<file path="src/rtl/capture_pkg.sv">
// capture_pkg: shared types and constants for the capture controller.
//   cap_state_t  acquisition FSM state encoding
//   ADDR_W_DEF   default sample RAM address width
package capture_pkg;

  localparam int ADDR_W_DEF = 19;

  typedef enum logic [2:0] {
    IDLE  = 3'd0,
    PRE   = 3'd1,
    ARMED = 3'd2,
    POST  = 3'd3,
    DONE  = 3'd4
  } cap_state_t;

endpackage

</file>
<file path="src/rtl/capture_ctrl_if.sv">
// capture_ctrl_if: sample RAM write port (wrclock is the controller clock).
//   wren       write enable, one cycle per stored sample
//   wraddress  write address
//   data       sample bit
// modport master: the controller driving the port; slave: the RAM side.
interface capture_ctrl_if #(
  parameter int ADDR_W = capture_pkg::ADDR_W_DEF
);

  logic              wren;
  logic [ADDR_W-1:0] wraddress;
  logic              data;

  modport master (output wren, output wraddress, output data);
  modport slave  (input  wren, input  wraddress, input  data);

endinterface

</file>
<file path="src/rtl/capture_ctrl.sv">
// capture_ctrl: pre/post-trigger acquisition into a circular 1-bit sample RAM.
// Ports:
//   sys_clk, sys_rst_n     clock (also RAM wrclock), async active-low reset
//   arm, abort             one-cycle start / cancel pulses (abort wins)
//   sample_en, sample_in   sample strobe and sample bit
//   trig                   trigger flag, qualified by sample_en
//   pre_len, rec_len       pre-trigger length and total record length (samples)
//   ram                    RAM write port (wren, wraddress, data)
//   busy, done             acquisition active / record complete
//   trig_addr, start_addr  trigger sample address / oldest sample address
//
// state | meaning
// IDLE  | no acquisition, waiting for arm
// PRE   | filling the pre-trigger window, trig ignored
// ARMED | writing circularly, waiting for a qualified trig
// POST  | writing the samples that follow the trigger
// DONE  | record complete, results held until the next arm
module capture_ctrl
  import capture_pkg::*;
#(
  parameter int ADDR_W = ADDR_W_DEF
) (
  input  logic              sys_clk,
  input  logic              sys_rst_n,
  input  logic              arm,
  input  logic              abort,
  input  logic              sample_en,
  input  logic              sample_in,
  input  logic              trig,
  input  logic [ADDR_W-1:0] pre_len,
  input  logic [ADDR_W-1:0] rec_len,
  capture_ctrl_if.master    ram,
  output logic              busy,
  output logic              done,
  output logic [ADDR_W-1:0] trig_addr,
  output logic [ADDR_W-1:0] start_addr
);

  localparam logic [ADDR_W-1:0] ONE = {{(ADDR_W-1){1'b0}}, 1'b1};

  cap_state_t        state, state_nxt;
  logic [ADDR_W-1:0] ptr;
  logic [ADDR_W-1:0] cnt;
  logic [ADDR_W-1:0] rec_len_q;
  logic [ADDR_W-1:0] pre_eff_q;
  logic              fin, fin_nxt;

  logic              smp;
  logic              arm_ok;
  logic              trig_hit;
  logic              cnt_dec;
  logic [ADDR_W-1:0] rec_len_m1;
  logic [ADDR_W-1:0] pre_eff_in;
  logic [ADDR_W-1:0] post_rem;

  always_comb begin
    smp        = 1'b0;
    arm_ok     = 1'b0;
    trig_hit   = 1'b0;
    cnt_dec    = 1'b0;
    fin_nxt    = 1'b0;
    state_nxt  = state;
    rec_len_m1 = rec_len - ONE;
    // at least one sample must remain for the trigger itself
    pre_eff_in = (pre_len > rec_len_m1) ? rec_len_m1 : pre_len;
    // samples still to come after the trigger sample
    post_rem   = rec_len_q - pre_eff_q - ONE;

    smp    = sample_en && (state == PRE || state == ARMED || state == POST);
    arm_ok = arm && (rec_len != '0) && (state == IDLE || state == DONE);

    if (abort) begin
      state_nxt = IDLE;
    end else begin
      case (state)
        IDLE, DONE: begin
          if (arm_ok) state_nxt = (pre_eff_in == '0) ? ARMED : PRE;
        end
        PRE: begin
          cnt_dec = sample_en;
          if (sample_en && cnt == ONE) state_nxt = ARMED;
        end
        ARMED: begin
          if (sample_en && trig) begin
            trig_hit = 1'b1;
            if (post_rem == '0) begin
              state_nxt = DONE;
              fin_nxt   = 1'b1;
            end else begin
              state_nxt = POST;
            end
          end
        end
        POST: begin
          cnt_dec = sample_en;
          if (sample_en && cnt == ONE) begin
            state_nxt = DONE;
            fin_nxt   = 1'b1;
          end
        end
        default: state_nxt = IDLE;
      endcase
    end
  end

  // fin marks the cycle in which the last write is on the RAM port; done and
  // start_addr follow one cycle later.
  always_ff @(posedge sys_clk or negedge sys_rst_n) begin
    if (!sys_rst_n) begin
      state         <= IDLE;
      fin           <= 1'b0;
      ptr           <= '0;
      cnt           <= '0;
      rec_len_q     <= '0;
      pre_eff_q     <= '0;
      ram.wren      <= 1'b0;
      ram.wraddress <= '0;
      ram.data      <= 1'b0;
      busy          <= 1'b0;
      done          <= 1'b0;
      trig_addr     <= '0;
      start_addr    <= '0;
    end else begin
      state    <= state_nxt;
      fin      <= fin_nxt;
      ram.wren <= smp && !abort;
      if (smp) begin
        ram.wraddress <= ptr;
        ram.data      <= sample_in;
        ptr           <= ptr + ONE;
      end
      if (abort) begin
        busy <= 1'b0;
        done <= 1'b0;
      end else if (arm_ok) begin
        rec_len_q <= rec_len;
        pre_eff_q <= pre_eff_in;
        cnt       <= pre_eff_in;
        ptr       <= '0;
        busy      <= 1'b1;
        done      <= 1'b0;
      end else begin
        if (cnt_dec) cnt <= cnt - ONE;
        if (trig_hit) begin
          trig_addr <= ptr;
          cnt       <= post_rem;
        end
        if (fin) begin
          done       <= 1'b1;
          busy       <= 1'b0;
          start_addr <= trig_addr - pre_eff_q;
        end
      end
    end
  end

endmodule

</file>
<file path="src/flat_wrapper.sv">
// flat-port wrapper written by rule: the top's interface ports become plain ports
module capture_ctrl_flat import capture_pkg::*;
#(
  parameter int ADDR_W = ADDR_W_DEF
)
  (sys_clk, sys_rst_n, arm, abort, sample_en, sample_in, trig, pre_len, rec_len, busy, done, trig_addr, start_addr, ram_wren, ram_wraddress, ram_data);
  capture_ctrl_if #(.ADDR_W(ADDR_W)) ram_i ();
  input  logic sys_clk;
  input  logic sys_rst_n;
  input  logic arm;
  input  logic abort;
  input  logic sample_en;
  input  logic sample_in;
  input  logic trig;
  input  logic [ADDR_W-1:0] pre_len;
  input  logic [ADDR_W-1:0] rec_len;
  output logic busy;
  output logic done;
  output logic [ADDR_W-1:0] trig_addr;
  output logic [ADDR_W-1:0] start_addr;
  output wire logic [$bits(ram_i.wren)-1:0] ram_wren;
  output wire logic [$bits(ram_i.wraddress)-1:0] ram_wraddress;
  output wire logic [$bits(ram_i.data)-1:0] ram_data;
  assign ram_wren = ram_i.wren;
  assign ram_wraddress = ram_i.wraddress;
  assign ram_data = ram_i.data;
  capture_ctrl #(.ADDR_W(ADDR_W)) u_core (.sys_clk(sys_clk), .sys_rst_n(sys_rst_n), .arm(arm), .abort(abort), .sample_en(sample_en), .sample_in(sample_in), .trig(trig), .pre_len(pre_len), .rec_len(rec_len), .ram(ram_i), .busy(busy), .done(done), .trig_addr(trig_addr), .start_addr(start_addr));
endmodule
</file>
<file path="config.mk">
export PLATFORM = sky130hd
export DESIGN_NAME = capture_ctrl_flat
export DESIGN_NICKNAME = d
export VERILOG_FILES = /design/src/rtl/capture_pkg.sv /design/src/rtl/capture_ctrl_if.sv /design/src/rtl/capture_ctrl.sv /design/src/flat_wrapper.sv
export SDC_FILE = /design/constraint.sdc
export NUM_CORES = 1
export LEC_CHECK = 0
export CELL_PAD_IN_SITES_DETAIL_PLACEMENT = 1
export CELL_PAD_IN_SITES_GLOBAL_PLACEMENT = 1
export CORE_MARGIN = 1
export CORE_UTILIZATION = 39
export DETAILED_ROUTE_END_ITERATION = 6
export HOLD_SLACK_MARGIN = 0.1
export PLACE_DENSITY = 0.81
export SYNTH_ARGS = -nofsm -noshare
export SYNTH_HDL_FRONTEND = slang
export SYNTH_SLANG_ARGS = --single-unit
</file>
<file path="constraint.sdc">
create_clock -name sys_clk -period 3.4 [get_ports sys_clk]
set_clock_uncertainty 0.2 [all_clocks]
set_input_delay 0.51 -clock sys_clk [delete_from_list [all_inputs] [get_ports sys_clk]]
set_output_delay 0.51 -clock sys_clk [all_outputs]
set_load 0.01 [all_outputs]
</file>
After elaboration in Yosys (flattened, before gate mapping)

Cells that the tools add are included.
W data, S select, Z words.

Register bits: 141
Input bits: 45
Output and inout bits: 61
Logic and storage cells: 85

Add/subtract/negate cells: 6
Magnitude comparators: 1
Equal/unequal tests: 9
Mux-type cells: 31
Bitwise logic cells: 2
Reduce and logical (&&, ||, !) cells: 23

Operators with widths:

| operator                | count |
|---|---|
| $mux W19                | 7 |
| $sub A19 B1 Y19 const B | 3 |
| $logic_not A19 Y1       | 2 |
| $sub A19 B19 Y19        | 2 |
| $add A19 B1 Y19 const B | 1 |
| $eq A19 B1 Y1 const B   | 1 |
| $gt A19 B19 Y1          | 1 |
| $reduce_bool A19 Y1     | 1 |
| $mux W3                 | 6 |
| $mux W1                 | 15 |
| $pmux W3 S4             | 1 |
| $ne A3 B3 Y1 const B    | 3 |
| $eq A3 B2 Y1 const B    | 2 |
| $logic_and A1 B1 Y1     | 6 |
| $reduce_and A3 Y1       | 2 |
| $reduce_bool A3 Y1      | 2 |
| $reduce_and A2 Y1       | 2 |
| $reduce_and A4 Y1       | 1 |
| $reduce_or A2 Y1        | 2 |
| $eq A3 B1 Y1 const B    | 1 |
| $eq A3 B3 Y1 const B    | 1 |
| $logic_not A3 Y1        | 1 |
| $logic_or A1 B1 Y1      | 3 |
| $ne A3 B2 Y1 const B    | 1 |
| 4 further kinds         | 5 |

Depth between registers and ports, before layout

Gate-level depths: netlist of run 1.

Word-level depth: 8
Gate-level depth with buffers: 18

Least setup slack after synthesis of run 1

OpenSTA, ideal clock, no wires.

Kind: input to register
From: in rec_len[8]
To: reg u_core.cnt[1]
Setup time: 0.134 ns
Arrival time: 3.735 ns
Path slack: -0.670 ns
Stages: 15
Buffers on the path: 2
Cells stage by stage: or4_1 nor4_2 nand4b_1 xor2_1 ha_1 nand3_1 nor3_1 nand2_1 nor4_1 a21o_1 clkbuf_1 clkbuf_1 o21ai_0 o211ai_1 o21ai_0

Longest elaborated chain between the ends: 5
Elaborated cells on any way between the ends: 9

Ends and longest elaborated chain:

| what                                                    | line                | source |
|---|---|---|
| start: declaration                                      | flat_wrapper.sv:16  | `input logic [ADDR_W-1:0] rec_len;` |
| branches (longest 5 deep; another with $sub A19 B1 Y19) | --                  |  |
| end signal: assignment                                  | capture_ctrl.sv:138 | `cnt <= pre_eff_in;` |
| end signal: assignment                                  | capture_ctrl.sv:143 | `if (cnt_dec) cnt <= cnt - ONE;` |
| end signal: assignment                                  | capture_ctrl.sv:146 | `cnt <= post_rem;` |
| end: declaration                                        | capture_ctrl.sv:43  | `logic [ADDR_W-1:0] cnt;` |

Parallel ways; which one is timed is not known.
A chain may end at the register's enable or synchronous reset.

Final worst setup path of run 1

From: in rec_len[8]
To: reg u_core.cnt[5]

The elaborated chain is that of the path after synthesis.

==> results.toml, run 1 <==
[clock_tree]
cts_tree = "done"
clk_latency_ns = 0.45
root_buffer = "clkbuf_16"
ctsLongestPathBuffers = 2
cts_sinks = 141
h-tree-depth = 4
clk_pin_slew_ns = 0.08
numCtsBuffers = 17

[timing]
worst_pin_slew_ns = 0.756
period_share = 1.17
max_slew_margin = 0.496
timing.final.ws_setup_ns = -0.568
fmax_mhz = 252
min_period_ns = 3.97
hold_violations = 0
rsz0062_at_grt = "yes"
timing.hold.ws_ns = 0.255
report.final.slew_viol_count = 0
setup_viol = 44

[drt]
routed_wl_um = 49100
ant_nets = 0
route.detailed.drc = 1
via_per_inst = 6.65
num_vias = 10700
firstDrtPassIters = 7
drt_iter0_drc = 1074
wl_per_cell_um = 30.4

[grt]
met3_usage = 0.0665
top_usage_layer = "met2"
grtUsageTotal = 0.352
antenna_found_initial = 1
grt_pass1_vias = 10600
use_met1 = 0.414
met2_usage = 0.607
grt_max_degree = 70
grt_pass1_wl_um = 62800
overflow = 0

[setup_path]
cp_data_arrival_time_ns = 4.09
cp-start-kind = "input port"
r2r_end = "u_core.state[0]"
rr_worst_depth = 12
worstPathRequired_ns = 3.52
cp_cell_sequence = "buf_6 -> or4_4 -> nor4_4 -> buf_4 -> nand4b_1 -> xor2_2 -> ha_4 -> nand3_4 -> nor2_2 -> a221o_1 -> inv_2 -> buf_6 -> a21oi_4 -> buf_6 -> mux2i_4 -> nor2_2 -> a21oi_2 -> o21ai_1"
r2r_setup_slack_ns = -0.42
crit_path_end_kind = "register"
rr_startpoint = "u_core.pre_eff_q[6]"
slowest_delay_ns = 0.55
worstPathMaxFanout = 5
path_delay_family = "simple AND/OR/NAND/NOR gates"
critPathSlowestCell = "or4_4"
path_class = "in2reg"
path_buf_inv = 5
crit_top_cell = "buf_6"

[layout]
final_area_um2 = 13500
syn_to_final_growth_pct = 49.4
fillers = 2455
drive_gt1_frac = 0.305
final_util = 0.595
nets = 1422

[place]
routabilityCongestion = 0.930
hpwlAfterDp_um = 25600
io_buffers = 105
dpl-instance-area_um2 = 11600
post-place-ws_ns = -1.05

[power]
p_comb_frac = 0.547
clockPowerShare = 0.208
peakVddDrop_mv = 0.412
power_mw = 9.85
p_switching_mw = 4.52
pwr-share-seq = 0.245
power_density_nw_per_um2 = 731
switching_share = 0.459
power.internal_mw = 5.32
power.leakage_nw = 6.06

[synth]
synthTopCellsByArea = "dfrtp_1 39%, nand2_1 8.4%, ha_1 8.3%"
ys_types = 64
syn_inst = 1045
synth_seq_cells = 141
synth_top_area_share = 0.391
synth_ff_type = "dfrtp_1"
ys_async_sr_fraction = 1.00
synth_edf_count = 0
syn_area_per_cell_um2 = 8.64
syn_area_um2 = 9020
synth_top_area_cell = "dfrtp_1"
yosysWarnings = 0
syn-num-nets = 1152
yosysSeqAreaShare = 0.391

[status]
outcome = "complete, but fails checks"
violations = "DRC, setup timing"

[min_path]
hold_class = "in2reg"
hold_start = "rec_len[8]"
whs_path_depth = 4
hold_path_end = "u_core.rec_len_q[8]"

[floorplan]
fp-row-count = 55
die_h_um = 154
dieArea_um2 = 23800
core_um2 = 22600
die_w_um = 154
ioPinCount = 106
initial_utilization = 0.399

[job]
drv_cap = 0
through the flow:
step                      cells  setup TNS, ns
after global routing       1613         -17.78
after global placement     1548         -40.81
after floorplan            1045          -6.19
after CTS                  1603          -2.13
after detailed placement   1548         -54.40
final                      1614         -14.57
tightest hold or removal path: stages:
cell	delay (ns)
buf_6	0.07
buf_4	0.14
nand2_1	0.08
nand2_1	0.07
cell usage in the layout, fill, tap and decap left out, types with 12 or more instances in the layout:
| master | instances |
|---|---|
| nand3_1 | 19 |
| nor3_1 | 20 |
| a21o_1 | 13 |
| clkdlybuf4s50_1 | 93 |
| ha_1 | 49 |
| xnor2_1 | 36 |
| mux2_2 | 21 |
| a21oi_1 | 27 |
| dfrtp_1 | 141 |
| buf_6 | 18 |
| inv_1 | 39 |
| a21oi_2 | 16 |
| xor2_1 | 31 |
| nor2_1 | 61 |
| buf_4 | 152 |
| o21ai_2 | 18 |
| clkbuf_16 | 17 |
| nor2_2 | 12 |
| nand2_1 | 197 |
| o21ai_0 | 45 |
| o211ai_1 | 21 |
power groups by stage:
stage,Clock [mW],Combinational [mW],Sequential (mW)
2_1_floorplan,0,2.23,2.24
3_3_place_gp,0,3.69,2.31
3_5_place_dp,0,3.85,2.33
4_1_cts,1.99,4.41,2.31
5_1_grt,2.10,5.55,2.41
6_report,2.05,5.39,2.41
flip-flops by register name, summed over array words and instances, names as in the netlist, 3 cells and up:
name / count
u_core.start_addr: 19
u_core.ram.wraddress: 19
u_core.state: 3
u_core.ptr: 19
u_core.trig_addr: 19
u_core.cnt: 19
u_core.pre_eff_q: 19
u_core.rec_len_q: 19
how the worst max path moves through the flow:
stage,startpoint,end,slack (ns),cells past startpoint
2_1_floorplan,rec_len[9],u_core.state[1],-0.31,13
3_3_place_gp,rec_len[9],u_core.state[1],-0.92,14
3_5_place_dp,rec_len[9],u_core.cnt[5],-1.05,15
4_1_cts,rec_len[8],u_core.cnt[13],-0.16,16
5_1_grt,rec_len[10],u_core.cnt[2],-0.60,19
6_report,rec_len[8],u_core.cnt[5],-0.57,18
synth_stat cells, types with 6 or more instances:
cell      count
a211oi_1     11
a21o_1       14
a21oi_1      51
and3_1       10
buf_2         9
clkbuf_1     26
dfrtp_1     141
ha_1         60
inv_1        42
mux2_2       21
nand2_1     203
nand2b_1     12
nand3_1      23
nand3b_1      6
nand4_1      11
nor2_1       83
nor2b_1       6
nor3_1       25
nor4_1       12
o211ai_1     21
o21a_1       10
o21ai_0      76
o31ai_1       8
or4_1         7
xnor2_1      40
xor2_1       39
cell type report:
cell class | instances | area (um^2) | area share
Clock buffer | 18 | 439 | 0.0326
Tap cell | 285 | 357 | 0.0265
Sequential cell | 141 | 3530 | 0.262
Timing Repair Buffer | 289 | 2670 | 0.198
Antenna cell | 1 | 2.50 | 0.000186
Clock inverter | 14 | 170 | 0.0126
Multi-Input combinational cell | 824 | 6150 | 0.456
Inverter | 42 | 158 | 0.0117
per-layer routing:
metal | routed length [um] | up-vias
met3 | 4270 | 357
met4 | 4330 | 0
li1 | - | 4217
met2 | 22900 | 834
met5 | 0 | -
met1 | 17600 | 5326
logic make-up (layout without fill, tap and decap cells):
group,Yosys count,in the layout,share of synthesized area
DFF,141,141,0.391
adders and majority gates,62,62,0.0876
AOI/OAI and AO/OA,234,234,0.164
buffers and inverters,80,363,0.0349
xor gates and xnor gates,79,79,0.0767
and+or+nand+nor,425,425,0.216
muxes,24,24,0.0295
other,0,1,0
timing repair:
item / 4_1_cts / 5_1_grt
setup endpoints to repair: 43 / 45
resized for setup: 140 / 96
pin swaps: 59 / 45
cloned: 3 / 0
hold buffers: 1 / 0
setup buffers: 20 / 13
endpoints found under the hold margin: 67 / 0
Power figures use the tool's default switching activity.
==> run 2, diff against run 1 <==
- TNS_END_PERCENT: not set -> 50
==> results.toml, run 2 (synthesis results as in run 1) <==
[status]
outcome = "complete, but fails checks"
violations = "setup timing"

[setup_path]
rr_worst_depth = 13
worstPathRequired_ns = 3.56
cp_data_arrival_time_ns = 4.38
worstPathMaxFanout = 5
rr_startpoint = "u_core.pre_eff_q[0]"
path_class = "in2reg"
r2r_setup_slack_ns = -0.61
crit_path_end_kind = "register"
r2r_end = "u_core.state[1]"
cp-start-kind = "input port"

[clock_tree]
numCtsBuffers = 17
ctsLongestPathBuffers = 2
cts_tree = "done"
clk_pin_slew_ns = 0.07
h-tree-depth = 4
clk_latency_ns = 0.45
cts_sinks = 141
root_buffer = "clkbuf_16"

[timing]
max_slew_margin = 0.305
timing.final.ws_setup_ns = -0.822
timing.hold.ws_ns = 0.263
hold_violations = 0
fmax_mhz = 237
rsz0062_at_grt = "yes"
period_share = 1.24
min_period_ns = 4.22
worst_pin_slew_ns = 1.04
setup_viol = 44
report.final.slew_viol_count = 0

[floorplan]
die_w_um = 154
ioPinCount = 106
fp-row-count = 55
core_um2 = 22600
dieArea_um2 = 23800
die_h_um = 154
initial_utilization = 0.399

[place]
post-place-ws_ns = -1.15
io_buffers = 105
routabilityCongestion = 0.938
hpwlAfterDp_um = 25100

[layout]
diodes = 0
drive_gt1_frac = 0.280
final_cell_mix = "200 x nand2_1, 180 x buf_4, 140 x dfrtp_1, 92 x clkdlybuf4s50_1, 68 x nor2_1"
syn_to_final_growth_pct = 45.7
seq_area_um2 = 3530
nets = 1441
final_common_cell = "nand2_1"
fillers = 2558
multi_input_area_um2 = 5830

[drt]
firstDrtPassIters = 5
ant_nets = 0
wl_per_cell_um = 28.8
via_per_inst = 6.51
routed_wl_um = 47000
num_vias = 10600
drt_iter0_drc = 1053
route.detailed.drc = 0

[grt]
met2_usage = 0.582
use_met1 = 0.404
grt_max_degree = 70
grt_pass1_vias = 10500
grt_pass1_wl_um = 61100
met3_usage = 0.0558
top_usage_layer = "met2"
antenna_found_initial = 4
grtUsageTotal = 0.338
overflow = 0

[power]
peakVddDrop_mv = 0.453
power_density_nw_per_um2 = 709
power.leakage_nw = 6.01

[min_path]
whs_path_depth = 4
hold_path_end = "u_core.rec_len_q[4]"
hold_start = "rec_len[4]"
hold_class = "in2reg"

[job]
drv_cap = 0
[run 2: repair_timing]
item,in CTS,in global routing
endpoints found under the setup margin,42,44
resized for setup,124,62
pin swaps,35,53
hold buffers,1,0
gates cloned,1,0
buffers inserted,15,19
endpoints found under the hold margin,25,0
[run 2: worst max-delay path by stage]
stage               slack (ns)        from               to  cells after the start
detailed placement       -1.15  rec_len[5]    u_core.cnt[3]                     16
floorplan                -0.31  rec_len[9]  u_core.state[1]                     13
CTS                      -0.24  rec_len[8]  u_core.state[1]                     15
global route             -0.95  rec_len[8]    u_core.cnt[2]                     16
global placement         -1.00  rec_len[9]  u_core.state[1]                     14
finish                   -0.82  rec_len[8]   u_core.cnt[10]                     15
[run 2: per-layer routing]
| layer | vias up | part of all wire |
|---|---|---|
| li1 | 4242 | - |
| met1 | 5200 | 0.35 |
| met2 | 824 | 0.47 |
| met3 | 354 | 0.097 |
| met4 | 4 | 0.087 |
| met5 | - | 0.00066 |
[run 2: per-stage QoR]
stage	util	instance area (um^2)	std cells	setup TNS, ns	total power [mW]
CTS	0.564	12800	1614	-1.79	8.43
global route	0.581	13200	1632	-26.23	9.58
detailed placement	0.517	11700	1566	-55.41	6.21
floorplan	-	9120	1045	-6.24	4.45
finish	0.581	13200	1632	-22.54	9.32
global placement	0.517	11700	1566	-45.54	6.03
[run 2: layout make-up]
cell class	count	share of cell area
Clock buffer	20	0.0347
Clock inverter	12	0.00752
Inverter	42	0.0120
Multi-Input combinational cell	824	0.443
Sequential cell	141	0.268
Tap cell	285	0.0271
Timing Repair Buffer	308	0.207
[run 2: where the power goes]
group,leakage (nW),internal [mW],switching [mW]
combinational,3.87,2.13,2.91
sequential,1.86,1.99,0.408
clock,0.274,0.993,0.901
[run 2: critical path: stages]
cell,delay [ns]
buf_6,0.09
or4_4,0.57
nor4_4,0.41
and3b_2,0.26
xnor2_2,0.16
ha_4,0.38
nand3_4,0.10
nor3_4,0.19
o311ai_4,0.15
buf_4,0.18
a211oi_1,0.86
a21oi_2,0.11
nor2_1,0.16
a21oi_1,0.06
o21ai_1,0.17
